<file path="src/rtl/garegga_pkg.sv">
// Shared types for the Garegga program-ROM packer: the FIFO entry layout,
// the issue FSM state encoding, bus widths and the byte-lane mask codes.
package garegga_pkg;

  localparam int IN_ADDR_W   = 23;
  localparam int PROG_ADDR_W = 22;
  localparam int PROG_DATA_W = 16;
  localparam int BYTE_W      = 8;
  localparam int MASK_W      = 2;
  localparam int BA_W        = 2;

  // Mask bit = 1 means that byte lane is NOT written; bit 1 is the upper lane.
  localparam logic [MASK_W-1:0] MASK_NONE = 2'b11;
  localparam logic [MASK_W-1:0] MASK_BOTH = 2'b00;
  localparam logic [MASK_W-1:0] MASK_EVEN = 2'b01;
  localparam logic [MASK_W-1:0] MASK_ODD  = 2'b10;

  typedef struct packed {
    logic [PROG_ADDR_W-1:0] addr;
    logic [PROG_DATA_W-1:0] data;
    logic [MASK_W-1:0]      mask;
    logic [BA_W-1:0]        ba;
  } prog_entry_t;

  typedef enum logic [1:0] {
    ST_IDLE  = 2'd0,
    ST_ISSUE = 2'd1,
    ST_GAP   = 2'd2
  } issue_state_t;

  // A lone byte goes out replicated on both lanes; only its own lane is enabled.
  function automatic prog_entry_t single_entry(input logic [IN_ADDR_W-1:0] byte_addr,
                                               input logic [BA_W-1:0]      bank,
                                               input logic [BYTE_W-1:0]    byte_val);
    prog_entry_t e;
    e.addr = byte_addr[IN_ADDR_W-1:1];
    e.data = {byte_val, byte_val};
    e.mask = byte_addr[0] ? MASK_ODD : MASK_EVEN;
    e.ba   = bank;
    return e;
  endfunction

endpackage

</file>
<file path="src/rtl/garegga_prog_fifo.sv">
// Synchronous word FIFO for packed program entries. A push while full is
// discarded even if a pop happens in the same cycle. Head is the read-pointer
// entry, valid whenever empty is low.
module garegga_prog_fifo
  import garegga_pkg::*;
#(
  parameter int FIFO_DEPTH = 8
) (
  input  logic        clk,
  input  logic        rst_n,
  input  logic        push,
  input  prog_entry_t push_data,
  input  logic        pop,
  output prog_entry_t head,
  output logic        full,
  output logic        empty
);

  localparam int PTR_W = $clog2(FIFO_DEPTH);

  prog_entry_t      mem [FIFO_DEPTH];
  logic [PTR_W:0]   wr_ptr;
  logic [PTR_W:0]   rd_ptr;
  logic             do_push;
  logic             do_pop;

  assign empty   = (wr_ptr == rd_ptr);
  assign full    = (wr_ptr[PTR_W] != rd_ptr[PTR_W]) &&
                   (wr_ptr[PTR_W-1:0] == rd_ptr[PTR_W-1:0]);
  assign do_push = push & ~full;
  assign do_pop  = pop & ~empty;
  assign head    = mem[rd_ptr[PTR_W-1:0]];

  // Pointer update; the extra MSB distinguishes full from empty.
  always_ff @(posedge clk) begin
    if (!rst_n) begin
      wr_ptr <= '0;
      rd_ptr <= '0;
    end else begin
      if (do_push) wr_ptr <= wr_ptr + {{PTR_W{1'b0}}, 1'b1};
      if (do_pop)  rd_ptr <= rd_ptr + {{PTR_W{1'b0}}, 1'b1};
    end
  end

  // Storage write; contents need no reset since the pointers gate visibility.
  always_ff @(posedge clk) begin
    if (do_push) mem[wr_ptr[PTR_W-1:0]] <= push_data;
  end

endmodule

</file>
<file path="src/rtl/garegga_prog_packer.sv">
// Garegga program-ROM packer: pairs downloaded bytes into 16-bit SDRAM words,
// queues them and issues them with a WE/RDY handshake (one idle cycle between
// writes). Optional byte checksum: define GAREGGA_PROG_CHKSUM_EN.
module garegga_prog_packer
  import garegga_pkg::*;
#(
  parameter int FIFO_DEPTH = 8
) (
  input  logic                   CLK,
  input  logic                   RESET_N,
  input  logic                   DOWNLOADING,
  input  logic                   IN_WR,
  input  logic [IN_ADDR_W-1:0]   IN_ADDR,
  input  logic [BA_W-1:0]        IN_BA,
  input  logic [BYTE_W-1:0]      IN_DATA,
  output logic [PROG_ADDR_W-1:0] PROG_ADDR,
  output logic [PROG_DATA_W-1:0] PROG_DATA,
  output logic [MASK_W-1:0]      PROG_MASK,
  output logic [BA_W-1:0]        PROG_BA,
  output logic                   PROG_WE,
  input  logic                   PROG_RDY,
  output logic                   BUSY,
  output logic                   OVERFLOW,
  output logic [PROG_DATA_W-1:0] CHKSUM
);

  logic                 hold_valid;
  logic [IN_ADDR_W-1:0] hold_addr;
  logic [BA_W-1:0]      hold_ba;
  logic [BYTE_W-1:0]    hold_data;
  logic                 dl_q;

  logic                 wr_acc;
  logic                 dl_fall;
  logic                 partner;
  logic                 push;
  prog_entry_t          push_entry;
  logic                 hold_load;
  logic                 hold_clear;
  logic                 pop;
  prog_entry_t          head;
  logic                 fifo_full;
  logic                 fifo_empty;

  issue_state_t         state;
  issue_state_t         state_next;

  assign wr_acc  = IN_WR & DOWNLOADING;
  assign dl_fall = dl_q & ~DOWNLOADING;
  assign partner = hold_valid & ~hold_addr[0] & IN_ADDR[0] &
                   (hold_addr[IN_ADDR_W-1:1] == IN_ADDR[IN_ADDR_W-1:1]) &
                   (hold_ba == IN_BA);

  // Byte pairing: merge an odd partner, else evict the held byte alone.
  always_comb begin
    push       = 1'b0;
    push_entry = single_entry(hold_addr, hold_ba, hold_data);
    hold_load  = 1'b0;
    hold_clear = 1'b0;
    if (wr_acc) begin
      if (partner) begin
        push            = 1'b1;
        push_entry.addr = hold_addr[IN_ADDR_W-1:1];
        push_entry.data = {hold_data, IN_DATA};
        push_entry.mask = MASK_BOTH;
        push_entry.ba   = hold_ba;
        hold_clear      = 1'b1;
      end else begin
        push      = hold_valid;
        hold_load = 1'b1;
      end
    end else if (dl_fall && hold_valid) begin
      push       = 1'b1;
      hold_clear = 1'b1;
    end
  end

  // Byte hold register.
  always_ff @(posedge CLK) begin
    if (!RESET_N) begin
      hold_valid <= 1'b0;
      hold_addr  <= '0;
      hold_ba    <= '0;
      hold_data  <= '0;
    end else if (hold_load) begin
      hold_valid <= 1'b1;
      hold_addr  <= IN_ADDR;
      hold_ba    <= IN_BA;
      hold_data  <= IN_DATA;
    end else if (hold_clear) begin
      hold_valid <= 1'b0;
    end
  end

  // Download-window edge tracking and sticky drop flag.
  always_ff @(posedge CLK) begin
    if (!RESET_N) begin
      dl_q     <= 1'b0;
      OVERFLOW <= 1'b0;
    end else begin
      dl_q <= DOWNLOADING;
      if (push && fifo_full) OVERFLOW <= 1'b1;
    end
  end

  garegga_prog_fifo #(
    .FIFO_DEPTH (FIFO_DEPTH)
  ) u_fifo (
    .clk       (CLK),
    .rst_n     (RESET_N),
    .push      (push),
    .push_data (push_entry),
    .pop       (pop),
    .head      (head),
    .full      (fifo_full),
    .empty     (fifo_empty)
  );

  // Issue FSM state register.
  always_ff @(posedge CLK) begin
    if (!RESET_N) state <= ST_IDLE;
    else          state <= state_next;
  end

  // Issue FSM: hold WE until RDY, then one forced low cycle before the next word.
  always_comb begin
    state_next = state;
    pop        = 1'b0;
    case (state)
      ST_IDLE:  if (!fifo_empty) state_next = ST_ISSUE;
      ST_ISSUE: begin
        if (PROG_RDY) begin
          pop        = 1'b1;
          state_next = ST_GAP;
        end
      end
      ST_GAP:   state_next = fifo_empty ? ST_IDLE : ST_ISSUE;
      default:  state_next = ST_IDLE;
    endcase
  end

  // Bus outputs: head fields only while issuing, idle pattern otherwise.
  always_comb begin
    PROG_WE   = 1'b0;
    PROG_ADDR = '0;
    PROG_DATA = '0;
    PROG_MASK = MASK_NONE;
    PROG_BA   = '0;
    if (state == ST_ISSUE) begin
      PROG_WE   = 1'b1;
      PROG_ADDR = head.addr;
      PROG_DATA = head.data;
      PROG_MASK = head.mask;
      PROG_BA   = head.ba;
    end
  end

  assign BUSY = DOWNLOADING | hold_valid | ~fifo_empty | (state != ST_IDLE);

`ifdef GAREGGA_PROG_CHKSUM_EN
  logic [PROG_DATA_W-1:0] push_sum;
  logic [PROG_DATA_W-1:0] chk_q;
  logic                   accept;
  logic                   dl_rise;

  assign accept  = push & ~fifo_full;
  assign dl_rise = DOWNLOADING & ~dl_q;

  // Bytes carried by the entry being pushed (a merge carries two).
  always_comb begin
    push_sum = PROG_DATA_W'(hold_data);
    if (wr_acc && partner) push_sum = PROG_DATA_W'(hold_data) + PROG_DATA_W'(IN_DATA);
  end

  // Running sum of bytes that actually entered the FIFO; restarts per download.
  always_ff @(posedge CLK) begin
    if (!RESET_N)     chk_q <= '0;
    else if (dl_rise) chk_q <= accept ? push_sum : '0;
    else if (accept)  chk_q <= chk_q + push_sum;
  end

  assign CHKSUM = chk_q;
`else
  assign CHKSUM = '0;
`endif

endmodule

</file>
<file path="config.mk">
export PLATFORM = sky130hd
export DESIGN_NAME = garegga_prog_packer
export DESIGN_NICKNAME = d
export VERILOG_FILES = /design/src/rtl/garegga_pkg.sv /design/src/rtl/garegga_prog_fifo.sv /design/src/rtl/garegga_prog_packer.sv
export SDC_FILE = /design/constraint.sdc
export NUM_CORES = 1
export LEC_CHECK = 0
export CELL_PAD_IN_SITES_DETAIL_PLACEMENT = 2
export CELL_PAD_IN_SITES_GLOBAL_PLACEMENT = 2
export CORE_MARGIN = 10
export CORE_UTILIZATION = 30
export DETAILED_ROUTE_END_ITERATION = 8
export DONT_BUFFER_PORTS = 1
export PLACE_DENSITY_LB_ADDON = 0.1
export RECOVER_POWER = 100
export SLEW_MARGIN = 20
export SYNTH_ARGS = -nofsm -noshare
export SYNTH_HDL_FRONTEND = slang
export SYNTH_SLANG_ARGS = --single-unit
</file>
<file path="constraint.sdc">
create_clock -name CLK -period 8.4 [get_ports CLK]
set_clock_uncertainty 0.05 [all_clocks]
set_input_delay 1.68 -clock CLK [delete_from_list [all_inputs] [get_ports CLK]]
set_output_delay 1.68 -clock CLK [all_outputs]
set_load 0.05 [all_outputs]
</file>
==> results of run 1 <==
cells in the final DEF, fill, tap and decap left out, drive strengths merged, types with 16 or more instances in the layout:
cell,instances
mux4,84
clkbuf,71
conb,16
dfxtp,49
edfxtp,336
nor2,58
a22o,33
xor2,24
mux2i,44
registers in the layout, indices dropped and copies added, names as in the netlist, 2 cells and up, named ones only:
signal,cells
u_fifo.mem,336
hold_addr,23
hold_ba,2
hold_data,8
u_fifo.wr_ptr,4
u_fifo.rd_ptr,4
state,2
routing by layer:
metal | GRT usage, % | vias to the layer above | routed length, µm
met3 | 2.71 | 51 | 1590
met4 | 4.19 | 0 | 781
met2 | 22.9 | 131 | 20300
li1 | - | 3047 | -
met5 | 0 | - | 0
met1 | 16.3 | 3890 | 16700
path summary, 6_finish.rpt:
check | start | end | cells past startpoint
worst max register to register | u_fifo.wr_ptr[0] | u_fifo.mem[0][36] | 5
worst min register to register | u_fifo.wr_ptr[3] | u_fifo.wr_ptr[3] | 2
worst min-delay path | u_fifo.wr_ptr[3] | u_fifo.wr_ptr[3] | 2
worst max-delay path | flip-flop | PROG_BA[1] | 4
through the flow:
stage                     setup WS (ps)  hold slack [ps]  cells  total power [µW]  utilization [%]
after floorplan                    1610              429    768              2220                -
after global placement             3780              467   1393              2240             32.0
after detailed placement           3720              508   1393              2250             32.0
after CTS                          3100              511   1475              4320             35.1
after global routing               1940              555   1475              4390             34.9
final                              2180              512   1475              4250             34.9
worst max-delay path, stage by stage (launching register included):
cell and delay (ps):
dfxtp_1 1720, buf_4 860, mux4_2 340, mux2i_1 160
nor2_1 780
report_power, final:
| part | internal, µW | switching [µW] | total (µW) |
|---|---|---|---|
| clock | 1280 | 771 | 2050 |
| combinational | 21.3 | 69.1 | 90.5 |
| sequential | 2090 | 24.4 | 2110 |
area by class of cell:
class | instances | area (µm²)
Clock buffer | 61 | 1240
Clock inverter | 21 | 318
Fill cell | 4766 | 32000
Inverter | 3 | 11.3
Multi-Input combinational cell | 325 | 3590
Sequential cell | 385 | 11100
Tap cell | 664 | 831
Timing Repair Buffer | 16 | 82.6
logic make-up (layout without fill, tap and decap cells):
logic type,Yosys count,after routing
AOI/OAI and AO/OA,42,42
xor gates and xnor gates,33,33
adders and majority gates,2,2
buffers and inverters,58,101
DFF,385,385
muxes,137,137
other,1,16
and+or+nand+nor,95,95
==> flow_summary.yaml, run 1 <==
yosys:
  yosysWarnings: 0
  synth_top_family_by_area: "multiplexers"
  synth_compound_area_share_pct: 2.48
  synth_area_per_cell_um2: 19.9
  netlist_area_um2: 15000
  yosysTopAreaCellShare_pct: 67.4
  synthArstFlopShare_pct: 0
  synth-adder-area-share_pct: 0.167
  synth-simple-area-share_pct: 2.91
  ys_top_cells_by_count: "edfxtp_1 (336), mux4_2 (84), nor2_1 (58)"
  syn_inst: 753
  ys_types: 35
  ys_seq_area_share_pct: 74.0
  synth_xor_area_share_pct: 1.93
  synthFlopType: "edfxtp_1"
  synth_top_area_cell: "edfxtp_1"
  synth_most_common_cell: "edfxtp_1"
  synthTopCellsByArea: "edfxtp_1 (67%), mux4_2 (13%), dfxtp_1 (6.6%), mux2i_1 (2.9%), a22o_1 (1.9%)"
  synthMuxAreaShare_pct: 16.3
  synth_edf_count: 336
  synth-seq-cells: 385
clocking:
  cts_resized: 0
  cts_setup_buffers: 0
  clk_latency_ps: 580
  clockBufferDepth: 3
  cts_tree: "yes"
  cts_root_buffer: "clkbuf_16"
  cts.sinks: 385
  cts_buffers: 44
  ctsHoldBuffers: 0
  path_clk_slew_ps: 60
  ctsHtreeMaxLevel: 2
power:
  leakage_uw: 0.00531
  power_density_nw_per_um2: 248
  ir_drop_v: 0.000142
drt:
  viasPerCell: 4.83
  drt_wl_total_um: 39300
  wl_per_cell_um: 26.7
  vias: 7119
  antenna_left: 0
  drc: 0
  drt-initial-drc-count: 391
  dr.pass1.iters: 6
cells_and_area:
  drive_above_1_share_pct: 20.3
  nNetsFinal: 815
  stdcell_area_um2: 17100
  antenna_cells: 0
  syn2layout_area_growth_pct: 14.6
critical_path:
  arrival_ps: 4490
  required_ps: 6670
  regToRegSetupSlack_ps: 3110
  startpoint_type: "flip-flop"
  crit_fanout: 50
  critical_path_class: "reg -> out"
  worst_setup_path_end_kind: "output pin"
place:
  hpwl_um: 22400
  io_buffers: 0
  routabilityCongestion: 0.680
  placed_cell_area_um2: 15700
floorplan:
  pin_count: 99
  dieArea_um2: 59200
  die_y_um: 243
  rows: 81
  initial_core_util_pct: 30.4
  core-area_um2: 49200
  fp.dieW_um: 243
outcome:
  status: "finished with violations"
  violations: "max-capacitance violations, max-slew violations"
sta:
  rsz0062_at_grt: "no"
  finalMaxSlewViolations: 384
  slew_headroom_pct: -153
  fin_crit_sh_pct: 74.0
  fin_tns_setup_ps: 0
  fmax_mhz: 161
  final_hold_viol_count: 0
  tightestPinTransition_ps: 3800
  fin_crit_ps: 6220
  setup_viol: 0
global_route:
  grt_usage_pct: 13.3
  grt_pass1_vias: 8069
  grt_antenna_before_repair: 1
  grt_max_degree: 51
  grt_pass1_wl_um: 57500
  overflow: 0
run:
  maxCapViolations: 12
hold_path:
  hold_class: "reg -> reg"
Note: power is estimated with default switching activity, not from simulation.
==> run 2: changes to the inputs <==
clock period = 5.8 ns   (was 8.4 ns; I/O delays follow)
==> run 2 against run 1 <==
Critical path depth grew 2. Via count grew 0.22%. Design area grew 0.27%. Sequential power grew 45%. Non-clock buffer count grew 3. Routed wire length shrank 0.47%. The run still ends with max-capacitance violations, max-slew violations left. Flip-flop and latch count is the same. Global-route usage shrank 0.18 points. Sequential share of layout area shrank 0.17 points. Die area is the same. Largest power group unchanged.
==> flow_summary.yaml, run 2 (synthesized netlist as in run 1, its figures left out) <==
run:
  maxCapViolations: 11
power:
  p_comb_share_pct: 2.2
  ir_drop_v: 0.000167
  power_density_nw_per_um2: 354
  p_sw_uw: 1240
  internal-power_uw: 4840
  leakage_uw: 0.00534
  power_frac_seq_pct: 50.3
  pwr-share-clk_pct: 47.5
  switching_share_pct: 20.4
sta:
  fin_crit_sh_pct: 85.3
  fin_crit_ps: 4950
  final_hold_viol_count: 0
  setup_viol: 0
  fin_tns_setup_ps: 0
  hold_slack_ps: 483
  finalMaxSlewViolations: 376
  fmax_mhz: 202
  rsz0062_at_grt: "no"
  tightestPinTransition_ps: 3810
  slew_headroom_pct: -154
critical_path:
  reg2reg_from: "hold_ba[1]"
  cp_slowest_cell: "o41ai_1"
  worst_setup_path_end_kind: "flip-flop"
  crit_chain: "xor2_1, nor4_1, nand4_1, o41ai_1, buf_12, a22o_1"
  max_stage_delay_ps: 2720
  arrival_ps: 5390
  critical_path_class: "in -> reg"
  crit_fanout: 22
  required_ps: 6240
  startpoint_type: "input pin"
  startpoint: "IN_BA[1]"
floorplan:
  core-area_um2: 49200
  die_y_um: 243
  pin_count: 99
  dieArea_um2: 59200
  initial_core_util_pct: 30.4
  rows: 81
  fp.dieW_um: 243
clocking:
  clockBufferDepth: 3
  cts_resized: 0
  path_clk_slew_ps: 60
  cts_setup_buffers: 0
  cts_tree: "yes"
  clk_latency_ps: 560
  ctsHtreeMaxLevel: 2
  cts_root_buffer: "clkbuf_16"
  cts.sinks: 385
  ctsHoldBuffers: 0
  cts_buffers: 45
hold_path:
  hold_class: "reg -> reg"
  min_from: "state[0]"
drt:
  met2_length_um: 19500
  drt-initial-drc-count: 454
  routed.top_layer: "met4"
  wl_per_cell_um: 26.4
  vias: 7135
  antenna_left: 0
  drc: 0
  drt-met1-wl_um: 17000
  viasPerCell: 4.81
  route.met3.wl_um: 1780
  dr.pass1.iters: 4
  drt_wl_total_um: 39100
cells_and_area:
  stdcell_area_um2: 17200
  n_fill_cell: 4783
  nNetsFinal: 819
  syn2layout_area_growth_pct: 14.9
  largest_reg_flops: 336
  drive_above_1_share_pct: 20.5
  mostFrequentLayoutCells: "edfxtp_1 (336), mux4_2 (84), nor2_1 (56)"
  final_common_cell: "edfxtp_1"
global_route:
  grt_max_degree: 55
  grt_pass1_vias: 8069
  grt_usage_pct: 13.1
  grt_antenna_before_repair: 0
  grt_pass1_wl_um: 57100
  overflow: 0
outcome:
  violations: "max-capacitance violations, max-slew violations"
  status: "finished with violations"
place:
  io_buffers: 0
  hpwl_um: 22600
  routabilityCongestion: 0.659
  placed_cell_area_um2: 15800
==> run 2: changes by cell type in the layout (fill, tap and decap cells not counted), moves of 2 or more <==
cell,delta
buf_12,+2
bufinv_16,-4
clkbuf_1,+4
clkbuf_16,+4
diode_2,+3
==> run 2: per-stage QoR <==
stage / total power [µW] / setup slack [ps] / std cells / utilization (%)
after floorplan: 3220 / 658 / 768 / -
after global placement: 3250 / 1670 / 1396 / 32.1
after detailed placement: 3260 / 1600 / 1396 / 32.1
after CTS: 6180 / 1310 / 1480 / 35.2
after global routing: 6290 / 696 / 1480 / 35.0
final: 6090 / 852 / 1483 / 35.0
==> run 2: cell type report <==
| cell class | instances | area [µm²] | share of cell area [%] |
|---|---|---|---|
| antenna | 3 | 7.51 | 0.0437 |
| clock buffer | 69 | 1350 | 7.86 |
| clock inverter | 15 | 176 | 1.03 |
| inverter | 3 | 11.3 | 0.0655 |
| multi-input combinational | 325 | 3610 | 21.0 |
| sequential | 385 | 11100 | 64.4 |
| tap | 664 | 831 | 4.83 |
| timing repair buffer | 19 | 128 | 0.742 |
==> run 2: worst paths after layout <==
kind / slack, ps / endpoint / depth (start not counted)
worst min register to register: 480 / state[1] / 2
worst min-delay path: 480 / state[1] / 2
worst max-delay path: 850 / hold_addr[1] / 6
worst max register to register: 950 / hold_addr[1] / 6
==> run 2: power by group through the flow <==
stage          Clock [µW]  Combinational, µW  Sequential, µW
2_1_floorplan           0                117            3100
3_3_place_gp            0                135            3110
4_1_cts              2980                140            3060
6_report             2890                134            3060
3_5_place_dp            0                139            3120
5_1_grt              3080                145            3070
==> run 2: metal layers <==
layer  GRT usage (%)  up-vias
li1                -     3072
met1            16.7     3881
met2            21.8      125
met3            2.74       57
met4            4.14        0
met5               0        -
==> run 2: critical path: cells and delay by family <==
kind,cells,cell delay (ps)
AOI/OAI and AO/OA,2,2900
xor gates and xnor gates,1,160
buffers and inverters,1,250
and+or+nand+nor,2,890
